### src/rtl/sprite_pos_accum.sv
// sprite_pos_accum
// Holds the signed X/Y position of one sprite. It accepts LOAD/ADD/SUB/CLRFLAG
// commands over a valid/ready handshake and runs each one through a two's-
// complement add/sub datapath. The result is optionally saturated, written back
// to the selected axis, and returned with carry/overflow status over a second
// valid/ready handshake.
//
// Ports:
//   clk, rst_n             clock (rising edge), asynchronous active-low reset
//   cmd_valid/cmd_ready    command handshake; ready only while idle
//   cmd_op                 00 LOAD, 01 ADD, 10 SUB, 11 CLRFLAG
//   cmd_axis               0 = X, 1 = Y
//   cmd_data               load value or signed delta
//   rsp_valid/rsp_ready    response handshake
//   rsp_data               coordinate after the command
//   rsp_carry, rsp_ovf     raw adder carry-out and signed overflow (pre-saturation)
//   ovf_sticky             OR of rsp_ovf since reset or last CLRFLAG
//   pos_x, pos_y           current position registers
module sprite_pos_accum #(
  parameter int               WIDTH    = 16,
  parameter bit               SATURATE = 1'b1,
  parameter logic [WIDTH-1:0] X_RESET  = '0,
  parameter logic [WIDTH-1:0] Y_RESET  = '0
) (
  input  logic             clk,
  input  logic             rst_n,
  input  logic             cmd_valid,
  output logic             cmd_ready,
  input  logic [1:0]       cmd_op,
  input  logic             cmd_axis,
  input  logic [WIDTH-1:0] cmd_data,
  output logic             rsp_valid,
  input  logic             rsp_ready,
  output logic [WIDTH-1:0] rsp_data,
  output logic             rsp_carry,
  output logic             rsp_ovf,
  output logic             ovf_sticky,
  output logic [WIDTH-1:0] pos_x,
  output logic [WIDTH-1:0] pos_y
);

  typedef enum logic [1:0] {
    IDLE = 2'd0,
    EXEC = 2'd1,
    RESP = 2'd2
  } state_t;

  localparam logic [1:0] OP_LOAD = 2'b00;
  localparam logic [1:0] OP_ADD  = 2'b01;
  localparam logic [1:0] OP_SUB  = 2'b10;
  localparam logic [1:0] OP_CLR  = 2'b11;

  localparam logic [WIDTH-1:0] MAX_POS = {1'b0, {(WIDTH-1){1'b1}}};
  localparam logic [WIDTH-1:0] MIN_NEG = {1'b1, {(WIDTH-1){1'b0}}};

  state_t           state;
  logic [1:0]       op_q;
  logic             axis_q;
  logic [WIDTH-1:0] data_q;

  logic [WIDTH-1:0] a_sel;
  logic [WIDTH-1:0] b_sel;
  logic             sub_mode;
  logic [WIDTH:0]   sum_ext;
  logic             c_msb;
  logic             c_into_msb;
  logic             add_ovf;
  logic [WIDTH-1:0] result;
  logic             res_carry;
  logic             res_ovf;

  assign cmd_ready = (state == IDLE);

  // Add/sub datapath: mode 1 computes A + ~B + 1. Overflow is the carry out of
  // the MSB XOR the carry into it. The carry into the MSB is recovered as
  // a^b^sum at the top bit.
  always_comb begin
    a_sel      = axis_q ? pos_y : pos_x;
    sub_mode   = (op_q == OP_SUB);
    b_sel      = sub_mode ? ~data_q : data_q;
    sum_ext    = {1'b0, a_sel} + {1'b0, b_sel} + {{WIDTH{1'b0}}, sub_mode};
    c_msb      = sum_ext[WIDTH];
    c_into_msb = a_sel[WIDTH-1] ^ b_sel[WIDTH-1] ^ sum_ext[WIDTH-1];
    add_ovf    = c_msb ^ c_into_msb;

    result    = sum_ext[WIDTH-1:0];
    res_carry = 1'b0;
    res_ovf   = 1'b0;
    case (op_q)
      OP_LOAD: result = data_q;
      OP_CLR:  result = a_sel;
      default: begin
        res_carry = c_msb;
        res_ovf   = add_ovf;
        // A wrapped sum has the wrong sign, so a negative-looking sum came
        // from a positive overflow and must clamp to the positive limit.
        if (SATURATE && add_ovf)
          result = sum_ext[WIDTH-1] ? MAX_POS : MIN_NEG;
      end
    endcase
  end

  // Command sequencer. Every output except cmd_ready is registered here, so a
  // reset at any point abandons the command without partial writeback.
  always_ff @(posedge clk or negedge rst_n) begin
    if (!rst_n) begin
      state      <= IDLE;
      op_q       <= OP_LOAD;
      axis_q     <= 1'b0;
      data_q     <= '0;
      pos_x      <= X_RESET;
      pos_y      <= Y_RESET;
      rsp_valid  <= 1'b0;
      rsp_data   <= '0;
      rsp_carry  <= 1'b0;
      rsp_ovf    <= 1'b0;
      ovf_sticky <= 1'b0;
    end else begin
      case (state)
        IDLE: begin
          if (cmd_valid) begin
            op_q   <= cmd_op;
            axis_q <= cmd_axis;
            data_q <= cmd_data;
            state  <= EXEC;
          end
        end
        EXEC: begin
          if (axis_q)
            pos_y <= result;
          else
            pos_x <= result;
          rsp_data  <= result;
          rsp_carry <= res_carry;
          rsp_ovf   <= res_ovf;
          if (op_q == OP_CLR)
            ovf_sticky <= 1'b0;
          else
            ovf_sticky <= ovf_sticky | res_ovf;
          rsp_valid <= 1'b1;
          state     <= RESP;
        end
        RESP: begin
          if (rsp_ready) begin
            rsp_valid <= 1'b0;
            state     <= IDLE;
          end
        end
        default: begin
          rsp_valid <= 1'b0;
          state     <= IDLE;
        end
      endcase
    end
  end

endmodule

### config.mk
export PLATFORM = sky130hd
export DESIGN_NAME = sprite_pos_accum
export DESIGN_NICKNAME = d
export VERILOG_FILES = /design/src/rtl/sprite_pos_accum.sv
export SDC_FILE = /design/constraint.sdc
export NUM_CORES = 1
export LEC_CHECK = 0
export BUFFER_PORTS_ARGS = -buffer_cell sky130_fd_sc_hd__buf_4
export CORE_AREA = 2 2 96 98
export CTS_CLUSTER_SIZE = 10
export DETAILED_ROUTE_END_ITERATION = 12
export DIE_AREA = 0 0 98 100
export PLACE_DENSITY = 0.69
export SLEW_MARGIN = 20
export SYNTH_ARGS = -nofsm -noshare
export SYNTH_HDL_FRONTEND = slang
export SYNTH_SLANG_ARGS = --single-unit
### constraint.sdc
create_clock -name clk -period 4.3 [get_ports clk]
set_input_delay 0.86 -clock clk [delete_from_list [all_inputs] [get_ports clk]]
set_output_delay 0.86 -clock clk [all_outputs]
set_load 0.005 [all_outputs]
==> results of run 1 <==
[per-stage QoR]
| stage | setup slack [ns] | hold slack, ns |
|---|---|---|
| CTS | 0.298 | 0.486 |
| global route | 0.187 | 0.510 |
| finish | 0.477 | 0.479 |
| detailed placement | 0.316 | 0.463 |
| global placement | 0.442 | 0.464 |
| floorplan | 0.773 | 0.463 |
[metal layers]
metal	part of all wire [%]	GRT usage (%)
met4	1.6	7.80
met2	47	33.5
met1	47	29.0
met3	4.7	4.11
met5	0	0
[repair_timing]
item,CTS,global route
hold buffers,0,0
resized for setup,0,3
endpoints found under the setup margin,0,30
[cells in the mapped netlist (all sizes together) (2+ instances only)]
| master | n | area, sq um |
|---|---|---|
| ha | 18 | 225 |
| clkbuf | 20 | 75.1 |
| a221oi | 16 | 146 |
| a31oi | 5 | 31.3 |
| nor2 | 12 | 45.0 |
| a21oi | 32 | 175 |
| a21o | 9 | 67.6 |
| xor2 | 19 | 166 |
| nand2 | 62 | 233 |
| mux2i | 4 | 40.0 |
| xnor2 | 8 | 88.8 |
| nor2b | 2 | 12.5 |
| buf | 5 | 38.8 |
| o21bai | 2 | 15.0 |
| nand3 | 5 | 30.0 |
| inv | 9 | 33.8 |
| nand2b | 4 | 25.0 |
| mux2 | 34 | 383 |
| o21a | 2 | 16.3 |
| o21ai | 14 | 77.6 |
| dfrtp | 73 | 1830 |
| or2 | 2 | 12.5 |
| and4 | 2 | 17.5 |
| o31ai | 42 | 315 |
[worst max-delay path: cells and delay by family, from the launching register on]
family          cells  cell delay [ns]
xor+xnor            1             0.24
compound gates      6             1.51
simple gates        2             0.52
flops               1             0.38
buf+inv             3             0.48
fa+ha+maj           2             0.56
[layout make-up]
cell class | count | area [sq um] | share of cell area [%]
clock buffers | 9 | 124 | 2.43
well taps | 111 | 139 | 2.73
flip-flops and latches | 73 | 1830 | 35.9
clock inverters | 7 | 119 | 2.33
multi-input cells | 307 | 2260 | 44.3
inverters | 9 | 33.8 | 0.663
repair buffers | 79 | 593 | 11.6
[sequential cells by signal, indices dropped and copies added (netlist names)]
register	flops
state	2
ovf_sticky	1
data_q	16
op_q	2
rsp_ovf	1
rsp_valid	1
rsp_carry	1
pos_x	16
axis_q	1
rsp_data	16
pos_y	16
[how the worst max path moves through the flow]
stage / slack, ns / endpoint / cells past startpoint / startpoint
after floorplan: 0.77 / pos_x[3] / 15 / op_q[0]
after global placement: 0.44 / pos_y[11] / 12 / axis_q
after detailed placement: 0.32 / pos_x[2] / 12 / axis_q
after CTS: 0.30 / rsp_data[7] / 12 / axis_q
after global routing: 0.19 / pos_x[6] / 14 / op_q[0]
final: 0.48 / pos_x[6] / 14 / op_q[0]
[cell usage in the layout (no fill, tap or decap), types with 2 or more instances in the layout]
cell type and count:
o21ai_0 12, bufinv_16 3, buf_4 79, a221oi_1 15, o21ai_2 2, a31oi_1 5
o31ai_1 42, nand3_1 4, nor2_1 12, a21oi_1 27, clkinvlp_4 2, nand2b_1 4
nand2_1 61, mux2_2 34, xnor2_1 7, o21bai_1 2, mux2i_1 4, clkbuf_8 9
and4_1 2, dfrtp_1 72, xor2_1 19, nor2b_1 2, ha_1 18, or2_2 2
a21o_1 9, inv_1 9, a21oi_2 5
[kinds of logic after synthesis]
kind of cell	after synthesis
AO/OA/AOI/OAI	130
AND/OR/NAND/NOR	93
flip-flops	73
multiplexers	38
buffers and inverters	34
XOR/XNOR	27
adder cells (fa/ha/maj)	19
==> results_dict.tcl, run 1 <==
set metrics [dict create \
    place_area_sq_um 4830 \
    synth_cell_types 46 \
    post_cts_buffers 0 \
    finalCriticalPeriod_ns 3.82 \
    hold_end "rsp_carry" \
    diodes 0 \
    cts_root_buffer "clkbuf_8" \
    core_area_sq_um 8890 \
    antenna_found_initial 0 \
    yosysSeqAreaShare_pct 43.3 \
    syn_inst 414 \
    max_stage_delay_ns 0.40 \
    cpMostUsedCell "inv_1" \
    grt_pass1_wl_mm 16.6 \
    min_from "rsp_carry" \
    r2r_cells 14 \
    slew_violations 0 \
    min_path_type "register to register" \
    drt_iter0_markers 128 \
    final_area_sq_um 5090 \
    drc 0 \
    synth.avg_cell_area_sq_um 10.2 \
    slew_headroom_pct 39.9 \
    grt_max_degree 74 \
    fillers 769 \
    tns_ns 0 \
    netlist_area_sq_um 4220 \
    gr-total-overflow 0 \
    grt_pass1_vias 3301 \
    hpwl_mm 6.95 \
    synth_top_family_by_area "compound AO/OA/AOI/OAI gates" \
    cts_tree "done" \
    cts_buffers 9 \
    antenna_left 0 \
    synth_xor_area_share_pct 6.06 \
    rr_endpoint "pos_x[6]" \
    synthAdderAreaFrac_pct 5.82 \
    die-area_sq_um 9800 \
    place.gp.congestion 0.854 \
    drive_above_1_share_pct 30.4 \
    start_kind "register" \
    area_growth_pct 20.8 \
    synth_mux_area_share_pct 10.0 \
    ys_ff_latch 73 \
    finish.net_count 521 \
    fin_util_pct 57.3 \
    async_flop_share_pct 100 \
    cp.arrival_ns 4.06 \
    synth_warnings 0 \
    fmaxAchievable_mhz 262 \
    vias 3410 \
    worstPathCellList "inv_1 > ha_1 > buf_4 > xor2_1 > inv_1 > fa_1 > nand2b_1 > a21oi_2 > a221oi_2 > o21ai_2 > o2111ai_1 > nand3_4 > a21oi_1 > o31ai_1" \
    die_x_um 98 \
    slowest_stage "fa_1" \
    syn_nets 456 \
    crit_fanout 17 \
    synth_edf_count 0 \
    skew_ns 0.0113 \
    worst_pin_slew_ns 0.902 \
    timing.rr.start "op_q[0]" \
    vias_per_cell 5.73 \
    cts_num_sinks 73 \
    port_buffers 75 \
    status "completed" \
    drt_first_pass_iters 4 \
    instances_no_fill 595 \
    die_y_um 100 \
    start_util_pct 47.4 \
    period_share_pct 88.9 \
    synth-compound-area-share_pct 21.8 \
    cts.clk_slew.worst_paths_ns 0.08 \
    rows 35 \
    hold-path-cell-count 2 \
    required_ns 4.54 \
    clk_latency_ns 0.36 \
    ctsLongestPathBuffers 2 \
    r2r_slack_ns 0.48 \
    top_level_ports 76 \
    finalSetupViolations 0 \
    cap_violations 0 \
    critPathKind "register to register" \
    hold_viol 0 \
    synthSimpleGateAreaFrac_pct 9.50 \
    rsz0062_at_grt "false" \
    ys.flop_type "dfrtp_1" \
    cp-end-kind "register" \
    track_usage_pct 21.1 \
    htree_levels 3 \
    routed_wl_mm 10.1 \
    wl_per_cell_um 16.9 \
    dp.cells 579 \
]
Power of run 1 is not shown: default switching activity piles up to over one toggle a cycle in this logic, so the estimate is an artifact.
==> run 2: changes to the inputs <==
--- a/config.mk
+++ b/config.mk
@@ -5,12 +5,14 @@
 export SDC_FILE = /design/constraint.sdc
 export NUM_CORES = 1
 export LEC_CHECK = 0
-export BUFFER_PORTS_ARGS = -buffer_cell sky130_fd_sc_hd__buf_4
+export CELL_PAD_IN_SITES_DETAIL_PLACEMENT = 0
+export CELL_PAD_IN_SITES_GLOBAL_PLACEMENT = 1
 export CORE_AREA = 2 2 96 98
 export CTS_CLUSTER_SIZE = 10
 export DETAILED_ROUTE_END_ITERATION = 12
 export DIE_AREA = 0 0 98 100
-export PLACE_DENSITY = 0.69
+export DONT_BUFFER_PORTS = 1
+export PLACE_DENSITY_LB_ADDON = 0.25
 export SLEW_MARGIN = 20
 export SYNTH_ARGS = -nofsm -noshare
 export SYNTH_HDL_FRONTEND = slang
==> results_dict.tcl, run 2 (synthesis results as in run 1) <==
set metrics [dict create \
    status "completed" \
    r2r_slack_ns 0.36 \
    drt_iter0_markers 122 \
    gr-total-overflow 0 \
    port_buffers 0 \
    cts_resized 0 \
    grt_pass1_vias 3034 \
    cap_violations 0 \
    die_y_um 100 \
    finish.net_count 448 \
    diodes 0 \
    htree_levels 3 \
    skew_ns 0.00967 \
    slew_headroom_pct 43.0 \
    rr_endpoint "pos_x[5]" \
    place.gp.congestion 0.820 \
    area_growth_pct 7.21 \
    routed_wl_mm 9.92 \
    hpwl_mm 6.68 \
    finalCriticalPeriod_ns 3.94 \
    cts_buffers 9 \
    multi_input_area_sq_um 2240 \
    crit_fanout 17 \
    final_common_cell "dfrtp_1" \
    cts_hold_buf 0 \
    fmaxAchievable_mhz 254 \
    whs_ns 0.208 \
    top_level_ports 76 \
    start_util_pct 47.4 \
    timing.rr.start "op_q[0]" \
    slew_violations 0 \
    rsz0062_at_grt "false" \
    max_stage_delay_ns 0.41 \
    critPathKind "register to register" \
    rows 35 \
    fillers 824 \
    die-area_sq_um 9800 \
    vias_per_cell 6.00 \
    antenna_found_initial 0 \
    core_area_sq_um 8890 \
    drc 0 \
    grt_pass1_wl_mm 16.2 \
    critPathTopFamily "compound AO/OA/AOI/OAI gates" \
    cp-startpoint "op_q[0]" \
    post_cts_buffers 0 \
    hold_viol 0 \
    antenna_left 0 \
    cts_tree "done" \
    cp-end-kind "register" \
    path_buf_inv 3 \
    clk_latency_ns 0.34 \
    ctsLongestPathBuffers 2 \
    worstPathCellList "inv_1 > ha_1 > buf_4 > xor2_1 > inv_1 > fa_1 > nand2b_1 > a21oi_1 > a221oi_2 > o21ai_2 > o2111ai_1 > nand3_2 > a21oi_1 > o31ai_1" \
    finalSetupViolations 0 \
    min_path_type "primary input to asynchronous set/reset pin" \
    cp.arrival_ns 4.19 \
    vias 3125 \
    start_kind "register" \
    slowest_stage "fa_1" \
    r2r_cells 14 \
    cts_num_sinks 73 \
    track_usage_pct 21.1 \
    final_cell_mix "dfrtp_1, nand2_1, o31ai_1" \
    tns_ns 0 \
    critical_path_depth 14 \
    cp-endpoint "pos_x[5]" \
    required_ns 4.54 \
    period_share_pct 91.7 \
    worst_pin_slew_ns 0.855 \
    drt_first_pass_iters 4 \
    cts_root_buffer "clkbuf_8" \
    drive_above_1_share_pct 17.3 \
    die_x_um 98 \
    register_area_sq_um 1830 \
    grt_max_degree 74 \
    wl_per_cell_um 19.0 \
    cts.clk_slew.worst_paths_ns 0.08 \
]
run 2: worst min path at each step:
stage                      start           end  slack (ns)  cells after the start
floorplan              rsp_carry     rsp_carry        0.46                      2
global placement    rsp_data[13]  rsp_data[13]        0.50                      2
detailed placement     rsp_valid     rsp_valid        0.50                      1
CTS                        rst_n     pos_x[12]        0.19                      0
global route               rst_n  rsp_data[12]        0.17                      0
finish                     rst_n     pos_x[10]        0.21                      0
run 2: per-layer routing:
metal	up-vias	routed length (um)	track usage (%)
met5	-	0	0
met2	83	4340	31.6
met1	1525	4840	29.7
met3	9	642	6.69
met4	0	100	5.66
li1	1508	-	-
run 2: worst reg2reg max path, stage by stage, from the launching register on:
cell,delay (ns)
dfrtp_1,0.39
inv_1,0.11
ha_1,0.15
buf_4,0.28
xor2_1,0.23
inv_1,0.08
fa_1,0.41
nand2b_1,0.19
a21oi_1,0.35
a221oi_2,0.17
o21ai_2,0.36
o2111ai_1,0.26
nand3_2,0.39
a21oi_1,0.17
o31ai_1,0.31
run 2: cell type report:
type	instances	share of cell area (%)
clock inverter	2	1.33
clock buffer	13	3.74
timing repair buffer	6	0.997
multi-input combinational	307	49.7
inverter	9	0.748
tap	111	3.07
sequential	73	40.4
run 2: stage by stage:
step | cell area (sq um) | setup WS (ns) | cells | utilization, %
6_report | 4520 | 0.356 | 521 | 50.8
4_1_cts | 4510 | 0.225 | 521 | 50.8
2_1_floorplan | 4220 | 0.773 | 414 | -
5_1_grt | 4520 | 0.0505 | 521 | 50.8
3_3_place_gp | 4290 | 0.340 | 506 | 48.2
3_5_place_dp | 4290 | 0.244 | 506 | 48.2
Power of run 2 is left out for the same reason.
